## config.mk

```make
export PLATFORM = sky130hd
export DESIGN_NAME = multicycle_ctrl_fsm
export DESIGN_NICKNAME = d
export VERILOG_FILES = /design/src/rtl/multicycle_ctrl_fsm.sv
export SDC_FILE = /design/constraint.sdc
export NUM_CORES = 1
export LEC_CHECK = 0
export CELL_PAD_IN_SITES_DETAIL_PLACEMENT = 1
export CELL_PAD_IN_SITES_GLOBAL_PLACEMENT = 1
export CORE_MARGIN = 3
export CORE_UTILIZATION = 27
export DETAILED_ROUTE_END_ITERATION = 8
export PLACE_DENSITY_LB_ADDON = 0.15
export SYNTH_ARGS = -nofsm -noshare
export SYNTH_HDL_FRONTEND = slang
export SYNTH_SLANG_ARGS = --single-unit
```

## constraint.sdc

```tcl
create_clock -name clk -period 1.7 [get_ports clk]
set_clock_uncertainty 0.15 [all_clocks]
set_input_delay 0.34 -clock clk [delete_from_list [all_inputs] [get_ports clk]]
set_output_delay 0.34 -clock clk [all_outputs]
set_load 0.005 [all_outputs]
```

## src/rtl/multicycle_ctrl_fsm.sv

```systemverilog
// Main control FSM for the multicycle RV32I core: sequences the shared
// PC/memory/ALU/register-file datapath and stalls on the memory-ready handshake.
module multicycle_ctrl_fsm #(
  parameter bit          STALL_EN = 1'b1,
  parameter int unsigned STATE_W  = 4
) (
  input  logic               clk,
  input  logic               reset,
  input  logic [6:0]         op,
  input  logic               Zero,
  input  logic               MemReady,
  output logic               AdrSrc,
  output logic               IRWrite,
  output logic               PCWrite,
  output logic [1:0]         ALUSrcA,
  output logic [1:0]         ALUSrcB,
  output logic [1:0]         ALUOp,
  output logic [1:0]         ResultSrc,
  output logic               MemWrite,
  output logic               RegWrite,
  output logic [1:0]         ImmSrc,
  output logic               IllegalOp,
  output logic               Retire,
  output logic [STATE_W-1:0] state_o
);

  localparam logic [6:0] OP_LW   = 7'b0000011;
  localparam logic [6:0] OP_SW   = 7'b0100011;
  localparam logic [6:0] OP_R    = 7'b0110011;
  localparam logic [6:0] OP_I    = 7'b0010011;
  localparam logic [6:0] OP_BEQ  = 7'b1100011;
  localparam logic [6:0] OP_JAL  = 7'b1101111;
  localparam logic [6:0] OP_JALR = 7'b1100111;

  typedef enum logic [3:0] {
    S_FETCH   = 4'd0,
    S_DECODE  = 4'd1,
    S_MEMADR  = 4'd2,
    S_MEMREAD = 4'd3,
    S_MEMWB   = 4'd4,
    S_MEMWR   = 4'd5,
    S_EXECR   = 4'd6,
    S_ALUWB   = 4'd7,
    S_EXECI   = 4'd8,
    S_JAL     = 4'd9,
    S_BEQ     = 4'd10,
    S_JALRADR = 4'd11
  } state_t;

  state_t state, next_state;
  logic   ready;
  logic   ir_write_raw, pc_update, branch, mem_write_raw, reg_write_raw;

  assign ready = STALL_EN ? MemReady : 1'b1;

  always_ff @(posedge clk) begin
    if (reset) state <= S_FETCH;
    else       state <= next_state;
  end

  // Next state and Moore outputs; architectural write enables are gated by reset below.
  always_comb begin
    next_state    = state;
    AdrSrc        = 1'b0;
    ALUSrcA       = 2'b00;
    ALUSrcB       = 2'b00;
    ALUOp         = 2'b00;
    ResultSrc     = 2'b00;
    IllegalOp     = 1'b0;
    Retire        = 1'b0;
    ir_write_raw  = 1'b0;
    pc_update     = 1'b0;
    branch        = 1'b0;
    mem_write_raw = 1'b0;
    reg_write_raw = 1'b0;
    case (state)
      S_FETCH: begin
        ALUSrcB      = 2'b10;
        ResultSrc    = 2'b10;
        ir_write_raw = ready;
        pc_update    = ready;
        if (ready) next_state = S_DECODE;
      end
      S_DECODE: begin
        ALUSrcA = 2'b01;
        ALUSrcB = 2'b01;
        case (op)
          OP_LW, OP_SW: next_state = S_MEMADR;
          OP_R:         next_state = S_EXECR;
          OP_I:         next_state = S_EXECI;
          OP_BEQ:       next_state = S_BEQ;
          OP_JAL:       next_state = S_JAL;
          OP_JALR:      next_state = S_JALRADR;
          default: begin
            IllegalOp  = 1'b1;
            Retire     = 1'b1;
            next_state = S_FETCH;
          end
        endcase
      end
      S_MEMADR: begin
        ALUSrcA    = 2'b10;
        ALUSrcB    = 2'b01;
        next_state = (op == OP_LW) ? S_MEMREAD : S_MEMWR;
      end
      S_MEMREAD: begin
        AdrSrc = 1'b1;
        if (ready) next_state = S_MEMWB;
      end
      S_MEMWB: begin
        ResultSrc     = 2'b01;
        reg_write_raw = 1'b1;
        Retire        = 1'b1;
        next_state    = S_FETCH;
      end
      S_MEMWR: begin
        AdrSrc        = 1'b1;
        mem_write_raw = 1'b1;
        Retire        = ready;
        if (ready) next_state = S_FETCH;
      end
      S_EXECR: begin
        ALUSrcA    = 2'b10;
        ALUOp      = 2'b10;
        next_state = S_ALUWB;
      end
      S_EXECI: begin
        ALUSrcA    = 2'b10;
        ALUSrcB    = 2'b01;
        ALUOp      = 2'b10;
        next_state = S_ALUWB;
      end
      S_ALUWB: begin
        reg_write_raw = 1'b1;
        Retire        = 1'b1;
        next_state    = S_FETCH;
      end
      S_BEQ: begin
        ALUSrcA    = 2'b10;
        ALUOp      = 2'b01;
        branch     = 1'b1;
        Retire     = 1'b1;
        next_state = S_FETCH;
      end
      S_JALRADR: begin
        ALUSrcA    = 2'b10;
        ALUSrcB    = 2'b01;
        next_state = S_JAL;
      end
      S_JAL: begin
        // PC takes the target held in ALUOut while the ALU forms the link value OldPC+4.
        ALUSrcA    = 2'b01;
        ALUSrcB    = 2'b10;
        pc_update  = 1'b1;
        next_state = S_ALUWB;
      end
      default: next_state = S_FETCH;
    endcase
  end

  assign IRWrite  = ir_write_raw & ~reset;
  assign PCWrite  = (pc_update | (branch & Zero)) & ~reset;
  assign MemWrite = mem_write_raw & ~reset;
  assign RegWrite = reg_write_raw & ~reset;

  // Immediate format select, decoded straight from the opcode.
  always_comb begin
    ImmSrc = 2'b00;
    case (op)
      OP_SW:   ImmSrc = 2'b01;
      OP_BEQ:  ImmSrc = 2'b10;
      OP_JAL:  ImmSrc = 2'b11;
      default: ImmSrc = 2'b00;
    endcase
  end

  assign state_o = STATE_W'(state);

endmodule

```

==> out/results.ini, run 1 <==
[run_status]
status=aborted with a tool error
flow.stopped_at=5_1_grt
tool_error=[ERROR DPL-0033] detailed placement checks failed during check placement.

[sta]
worst_endpoint_kind=primary output
globalroute.repair_timing.worst_endpoint=Retire

[global_routing]
grt_start_max_net_pins=13
antenna_found_initial=0

[synth]
yosys.area.top_type_share_pct=11.7
synth.yosys.warnings=0
synth_async_sr_flop_share_pct=0
synth.most_common_cell=sky130_fd_sc_hd__nand2_1
most_area_consuming_cells_after_synthesis=sky130_fd_sc_hd__dfxtp_1 12%, sky130_fd_sc_hd__nand2b_1 8.2%, sky130_fd_sc_hd__nand2_1 7.1%
proportion_of_synthesized_chip_area_in_sequential_cells_pct=11.7
postSynthAreaPerCell_um2=6.76
netlist_area_pre_place_um2=683
synthesis.instances=101
synth-main-ff-cell=sky130_fd_sc_hd__dfxtp_1
synth.distinct_cells=37
synthTopCellsByCount=13 x sky130_fd_sc_hd__nand2_1, 9 x sky130_fd_sc_hd__nand2b_1, 8 x sky130_fd_sc_hd__a21oi_1, 8 x sky130_fd_sc_hd__nor2_1, 7 x sky130_fd_sc_hd__nor3_1
synthDominantAreaCellType=sky130_fd_sc_hd__dfxtp_1
synth.ff_latch_count=4
synth_edf_count=0
synth_nets=112

[placement]
placement.io_buffers=31
detailed_place_hpwl_mm=2.47
globalplace.congestion=0.918
placedCellCount=192

[floorplan]
die_height_um=56.3
floorplan.rows=17
dieWidth_um=56.3
num_io_pins=32
start_util_pct=29.7

[clock_tree]
tritoncts.num_buffers=3
clk_path_buf_depth=2
cts-hold-fix-buffers=0
buffer_cell_driving_the_clock_tree_root=sky130_fd_sc_hd__clkbuf_4
clkSinkCount=4
h_tree_levels=1

==> per-stage QoR <==
step,TNS [ns],setup WS [ns],area [µm²],hold WS [ns]
floorplan,0,0.0157,683,0.259
global placement,-8.67,-0.751,1270,0.576
detailed placement,-9.17,-0.780,1270,0.592
CTS,-0.979,-0.163,1620,0.483
==> cell families after synthesis <==
group,synth area share [%]
compound gates,26.7
flops,11.7
simple gates,52.9
buf+inv,8.61
==> what timing repair did <==
item,in CTS
gates resized for setup,154
pin swaps,18
setup endpoints to repair,24
buffers inserted,19
==> inputs of run 2 (changes only) <==
- CELL_PAD_IN_SITES_DETAIL_PLACEMENT: 1 -> not set
- CELL_PAD_IN_SITES_GLOBAL_PLACEMENT: 1 -> not set
- CORE_AREA: not set -> 3 3 64 66
- CORE_MARGIN: 3 -> not set
- CORE_UTILIZATION: 27 -> not set
- DIE_AREA: not set -> 0 0 67 69
==> out/results.ini, run 2 <==
[run_status]
status=finished, violations left  ; was aborted with a tool error
violations_in_the_final_reports=setup timing

[floorplan]
floorplan.rows=22  ; was 17
dieWidth_um=67  ; was 56.3 µm
area_enclosed_by_the_die_boundary_mm2=0.00462
floorplan.core_area_mm2=0.00363
num_io_pins=32  ; unchanged
die_height_um=69  ; was 56.3 µm
start_util_pct=18.8  ; was 29.7%

[power_and_ir_drop]
vdd_ir_drop_max_v=0.000121
power.density_mw_per_mm2=350
power.leakage_uw=0.000804

[sta]
rsz0062_at_grt=true
slew_at_the_pin_closest_to_its_max_slew_limit_ns=0.319
finalMaxSlewViolations=0
finalSetupViolCount=11
timing.max_slew.rel_slack_pct=78.5
finalCritPeriodShare_pct=110
fin_ws_ns=-0.175
max_clock_freq_ghz=0.533
min_period_ns=1.88
finalHoldViolCount=0

[cells_and_area]
n_antenna_cell=0
finish.utilization_pct=48.4
post-route-cell-area_mm2=0.00176
most-common-layout-cells=42 x sky130_fd_sc_hd__buf_4, 21 x sky130_fd_sc_hd__buf_6, 16 x sky130_fd_sc_hd__buf_2
largest_register_ff_count=4
fillCellCount=365
design.final.nets=202
drive_gt1_share_pct=70.9
flow.area_growth_from_synthesis_pct=158
multi_input_area_um2=796
layout_commonest_cell=sky130_fd_sc_hd__buf_4
regArea_um2=95.1

[synth]
synth.ff_latch_count=4  ; unchanged
most_area_consuming_cells_after_synthesis=sky130_fd_sc_hd__dfxtp_1 12%, sky130_fd_sc_hd__nand2b_1 8.2%, sky130_fd_sc_hd__nand2_1 7.1%  ; unchanged
synth-main-ff-cell=sky130_fd_sc_hd__dfxtp_1  ; unchanged
synth_async_sr_flop_share_pct=0  ; unchanged
synthesis.instances=101  ; unchanged
synth.most_common_cell=sky130_fd_sc_hd__nand2_1  ; unchanged
netlist_area_pre_place_um2=683  ; unchanged
postSynthAreaPerCell_um2=6.76  ; unchanged
synth.yosys.warnings=0  ; unchanged
synth.distinct_cells=37  ; unchanged
synthDominantAreaCellType=sky130_fd_sc_hd__dfxtp_1  ; unchanged
synthTopCellsByCount=13 x sky130_fd_sc_hd__nand2_1, 9 x sky130_fd_sc_hd__nand2b_1, 8 x sky130_fd_sc_hd__a21oi_1, 8 x sky130_fd_sc_hd__nor2_1, 7 x sky130_fd_sc_hd__nor3_1  ; unchanged
synth_nets=112  ; unchanged
proportion_of_synthesized_chip_area_in_sequential_cells_pct=11.7  ; unchanged
synth_edf_count=0  ; unchanged
yosys.area.top_type_share_pct=11.7  ; unchanged

[flow_run]
drv.max_cap_violation_count=0

[placement]
placement.io_buffers=31  ; unchanged
dp_slack_ns=-0.828  ; was -0.780 ns
globalplace.congestion=0.780  ; was 0.918
placement.cell_area_mm2=0.00131  ; was 0.00127 mm²
detailed_place_hpwl_mm=2.16  ; was 2.47 mm

[drt]
post_drt_via_cell_ratio=4.70
post-route-drc-count=0
post_drt_wl_per_cell_um=13.7
detailedRoute.firstPassIterationCount=4
drt_iter0_markers=34
route.antenna.remaining_nets=0
vias=1114
detail_route.wirelength_mm=3.26

[global_routing]
grt_pass1_wl_mm=5.18
gr-total-overflow=0
grt_pass1_vias=1148
grt.total_usage_pct=13.8
grt_start_max_net_pins=9
antenna_found_initial=0

[clock_tree]
cts_tree=done
clk_path_buf_depth=2  ; unchanged
h_tree_levels=1  ; unchanged
buffer_cell_driving_the_clock_tree_root=sky130_fd_sc_hd__clkbuf_8  ; was sky130_fd_sc_hd__clkbuf_4
clk_pin_slew_worst_paths_ns=0.03
clkSinkCount=4  ; unchanged
clk-insertion-delay-late_ns=0.21
cts-hold-fix-buffers=0  ; unchanged
tritoncts.num_buffers=3  ; unchanged

[worst_setup_path]
critPathArrivalTime_ns=1.39
critical_path.startpoint_type=register
critical_path_peak_fanout=7
end_kind=output pin
timing.critical_path.required_ns=1.21
criticalPathCategory=register to output pin

[worst_hold_path]
worstHoldPathType=primary input to register

==> run 2: cell counts after synthesis <==
No cell type changed its count.
==> run 2: critical path: stages (launching register included) <==
cell and delay (ns):
sky130_fd_sc_hd__dfxtp_4 0.34, sky130_fd_sc_hd__buf_6 0.13, sky130_fd_sc_hd__nor2_2 0.14, sky130_fd_sc_hd__a211oi_2 0.09, sky130_fd_sc_hd__a2111oi_2 0.29, sky130_fd_sc_hd__buf_2 0.18
==> run 2: cells by family (layout without fill, tap and decap cells) <==
| family | after synthesis | in the layout | share of synthesized area (%) |
|---|---|---|---|
| buffers and inverters | 9 | 97 | 8.61 |
| flip-flops | 4 | 4 | 11.7 |
| AND/OR/NAND/NOR | 61 | 61 | 52.9 |
| AO/OA/AOI/OAI | 27 | 27 | 26.7 |
==> run 2: worst paths after layout <==
kind	cells past startpoint	slack [ns]	endpoint	start
worst max-delay path	5	-0.18	PCWrite	state_o[3]
worst min-delay path	4	0.40	state_o[1]	op[3]
worst max register to register	6	0.04	state_o[2]	state_o[2]
worst min register to register	3	0.53	state_o[3]	state_o[0]
==> run 2: area by class of cell <==
type                            count  share of cell area, %
Clock buffer                        3                   2.35
Inverter                            1                  0.213
Multi-Input combinational cell     88                   45.2
Sequential cell                     4                   5.41
Tap cell                           48                   3.41
Timing Repair Buffer               93                   43.4
==> run 2: what timing repair did <==
action | in CTS | in global routing
setup buffers | 20 | 9
hold endpoints to repair | 0 | 0
gates resized for setup | 163 | 27
endpoints found under the setup margin | 25 | 19
pin swaps | 26 | 20
==> run 2: stage by stage <==
step	std cells	TNS [ns]	hold slack (ns)	total power (µW)
6_report	237	-0.994	0.404	616
5_1_grt	237	-1.98	0.444	661
4_1_cts	235	-1.21	0.515	598
3_5_place_dp	213	-9.35	0.548	355
3_3_place_gp	213	-9.03	0.561	353
2_1_floorplan	101	0	0.259	200
==> run 2: per-layer routing <==
| layer | GRT usage (%) | part of all wire (%) | up-vias |
|---|---|---|---|
| met2 | 26.0 | 53 | 29 |
| met3 | 1.30 | 4.0 | 2 |
| met5 | 0 | 0 | - |
| met1 | 16.3 | 42 | 534 |
| met4 | 2.70 | 0.64 | 0 |
| li1 | - | - | 549 |
==> run 2: where the power goes <==
group	switching [µW]	leakage [µW]	internal, µW	total [µW]
clock	42.2	0.0000216	150	193
sequential	11.0	0.0000355	95.3	106
combinational	135	0.000747	183	317
total	188	0.000804	428	616
(Power assumes the default switching activity.)
==> inputs of run 3 (changes only) <==
- RECOVER_POWER: not set -> 100
==> out/results.ini, run 3 (synthesis results as in run 2) <==
[floorplan]
start_util_pct=18.8  ; unchanged
num_io_pins=32  ; unchanged
floorplan.core_area_mm2=0.00363  ; unchanged
dieWidth_um=67  ; unchanged
die_height_um=69  ; unchanged
area_enclosed_by_the_die_boundary_mm2=0.00462  ; unchanged
floorplan.rows=22  ; unchanged

[global_routing]
fraction_of_met3_tracks_used_by_global_routing_pct=1.30  ; unchanged
grt.total_usage_pct=13.8  ; unchanged
antenna_found_initial=0  ; unchanged
grt_pass1_wl_mm=5.18  ; unchanged
grt_start_max_net_pins=9  ; unchanged
grt_busiest_layer=met2  ; unchanged
grt_pass1_vias=1148  ; unchanged
globalRouteMet1Util_pct=16.3  ; unchanged
gr-usage-met2_pct=26.0  ; unchanged
gr-total-overflow=0  ; unchanged

[cells_and_area]
design.final.nets=202  ; unchanged
fillCellCount=368  ; was 365
n_antenna_cell=0  ; unchanged
largest_register_ff_count=4  ; unchanged
post-route-cell-area_mm2=0.00175  ; was 0.00176 mm²
finish.utilization_pct=48.2  ; was 48.4%
layout_commonest_cell=sky130_fd_sc_hd__buf_4  ; unchanged
flow.area_growth_from_synthesis_pct=157  ; was 158%
most-common-layout-cells=41 x sky130_fd_sc_hd__buf_4, 21 x sky130_fd_sc_hd__buf_6, 16 x sky130_fd_sc_hd__buf_2  ; was 42 x sky130_fd_sc_hd__buf_4, 21 x sky130_fd_sc_hd__buf_6, 16 x sky130_fd_sc_hd__buf_2
drive_gt1_share_pct=70.4  ; was 70.9%
instances_no_fill=237  ; unchanged

[sta]
max_clock_freq_ghz=0.533  ; about the same
finalSetupViolCount=13  ; was 11
min_period_ns=1.88  ; about the same
finalMaxSlewViolations=0  ; unchanged
finalCritPeriodShare_pct=110  ; about the same
finalHoldViolCount=0  ; unchanged
timing.max_slew.rel_slack_pct=78.6  ; was 78.5%
rsz0062_at_grt=true  ; unchanged
slew_at_the_pin_closest_to_its_max_slew_limit_ns=0.318  ; was 0.319 ns
hold_ws_ns=0.403  ; was 0.404 ns
fin_ws_ns=-0.176  ; was -0.175 ns

[worst_setup_path]
critPathArrivalTime_ns=1.39  ; about the same
critical_path_peak_fanout=7  ; unchanged
critical_path.startpoint_type=register  ; unchanged
timing.critical_path.required_ns=1.21  ; about the same
end_kind=output pin  ; unchanged
criticalPathCategory=register to output pin  ; unchanged
rr_worst_depth=6  ; unchanged

[placement]
placedCellCount=213  ; unchanged
placement.cell_area_mm2=0.00131  ; unchanged
globalplace.congestion=0.780  ; unchanged
placement.io_buffers=31  ; unchanged
dp_slack_ns=-0.828  ; unchanged
detailed_place_hpwl_mm=2.16  ; unchanged

[drt]
vias=1111  ; was 1114
route.antenna.remaining_nets=0  ; unchanged
detailedRoute.firstPassIterationCount=4  ; unchanged
post-route-drc-count=0  ; unchanged
drt_iter0_markers=37  ; was 34
post_drt_via_cell_ratio=4.69  ; was 4.70
post_drt_wl_per_cell_um=13.7  ; about the same
detail_route.wirelength_mm=3.26  ; about the same

[power_and_ir_drop]
power.share.clock_pct=31.4  ; was 31.3%
cell_internal_pwr_uw=427  ; was 428 µW
vdd_ir_drop_max_v=0.000120  ; was 0.000121 V
power.leakage_uw=0.000800  ; was 0.000804 µW
switching_power_of_the_nets_uw=188  ; about the same
power_switching_share_pct=30.6  ; was 30.5%
power.density_mw_per_mm2=351  ; was 350 mW/mm²
comb_power_share_pct=51.3  ; was 51.5%
sequentialPowerShare_pct=17.3  ; was 17.2%

[clock_tree]
clk_pin_slew_worst_paths_ns=0.03  ; about the same
clk-insertion-delay-late_ns=0.21  ; about the same
cts_tree=done  ; unchanged
clk_path_buf_depth=2  ; unchanged
h_tree_levels=1  ; unchanged
buffer_cell_driving_the_clock_tree_root=sky130_fd_sc_hd__clkbuf_8  ; unchanged
clkSinkCount=4  ; unchanged
tritoncts.num_buffers=3  ; unchanged

[worst_hold_path]
whs_path_depth=4  ; unchanged
worstHoldPathType=primary input to register  ; unchanged

[flow_run]
drv.max_cap_violation_count=0  ; unchanged

[run_status]
violations_in_the_final_reports=setup timing  ; unchanged
status=finished, violations left  ; unchanged

[run 3: cell count changes in the layout (fill, tap and decap cells not counted), sizes merged]
| cell | change |
|---|---|
| clkbuf | +1 |
| buf | -1 |
[run 3: final cells by class]
| class | count | area [µm²] | share of cell area [%] |
|---|---|---|---|
| Timing Repair Buffer | 93 | 759 | 43.3 |
| Sequential cell | 4 | 92.6 | 5.28 |
| Clock buffer | 3 | 41.3 | 2.36 |
| Inverter | 1 | 3.75 | 0.214 |
| Multi-Input combinational cell | 88 | 796 | 45.4 |
| Tap cell | 48 | 60.1 | 3.43 |
[run 3: final timing paths]
kind | start | endpoint | slack (ns)
worst max-delay path | state_o[3] | PCWrite | -0.18
worst min-delay path | op[3] | state_o[1] | 0.40
worst max register to register | state_o[2] | state_o[2] | 0.04
worst min register to register | state_o[0] | state_o[3] | 0.55
[run 3: worst max-delay path: stages (launching register included)]
cell                        delay, ns
sky130_fd_sc_hd__dfxtp_4         0.34
sky130_fd_sc_hd__buf_6           0.13
sky130_fd_sc_hd__nor2_2          0.14
sky130_fd_sc_hd__a211oi_2        0.09
sky130_fd_sc_hd__a2111oi_2       0.29
sky130_fd_sc_hd__buf_2           0.18
[run 3: power groups by stage]
stage	Sequential [µW]	Clock (µW)	Combinational (µW)
2_1_floorplan	106	0	93.6
3_3_place_gp	109	0	244
3_5_place_dp	108	0	247
4_1_cts	106	199	293
5_1_grt	107	211	342
6_report	106	193	316
[run 3: layer usage]
metal,up-vias,wire [µm]
li1,549,-
met1,531,1370
met2,29,1730
met3,2,130
met4,0,21
met5,-,0
[run 3: per-stage QoR]
step / setup TNS [ns] / power, µW
global placement: -9.03 / 353
global route: -2.20 / 660
finish: -1.09 / 616
detailed placement: -9.35 / 355
floorplan: 0 / 200
CTS: -1.21 / 598
[run 3: what timing repair did]
action | CTS | global route
endpoints found under the setup margin | 25 | 19
buffers inserted | 20 | 9
hold buffers | 0 | 0
pin swaps | 26 | 20
resized for setup | 163 | 27
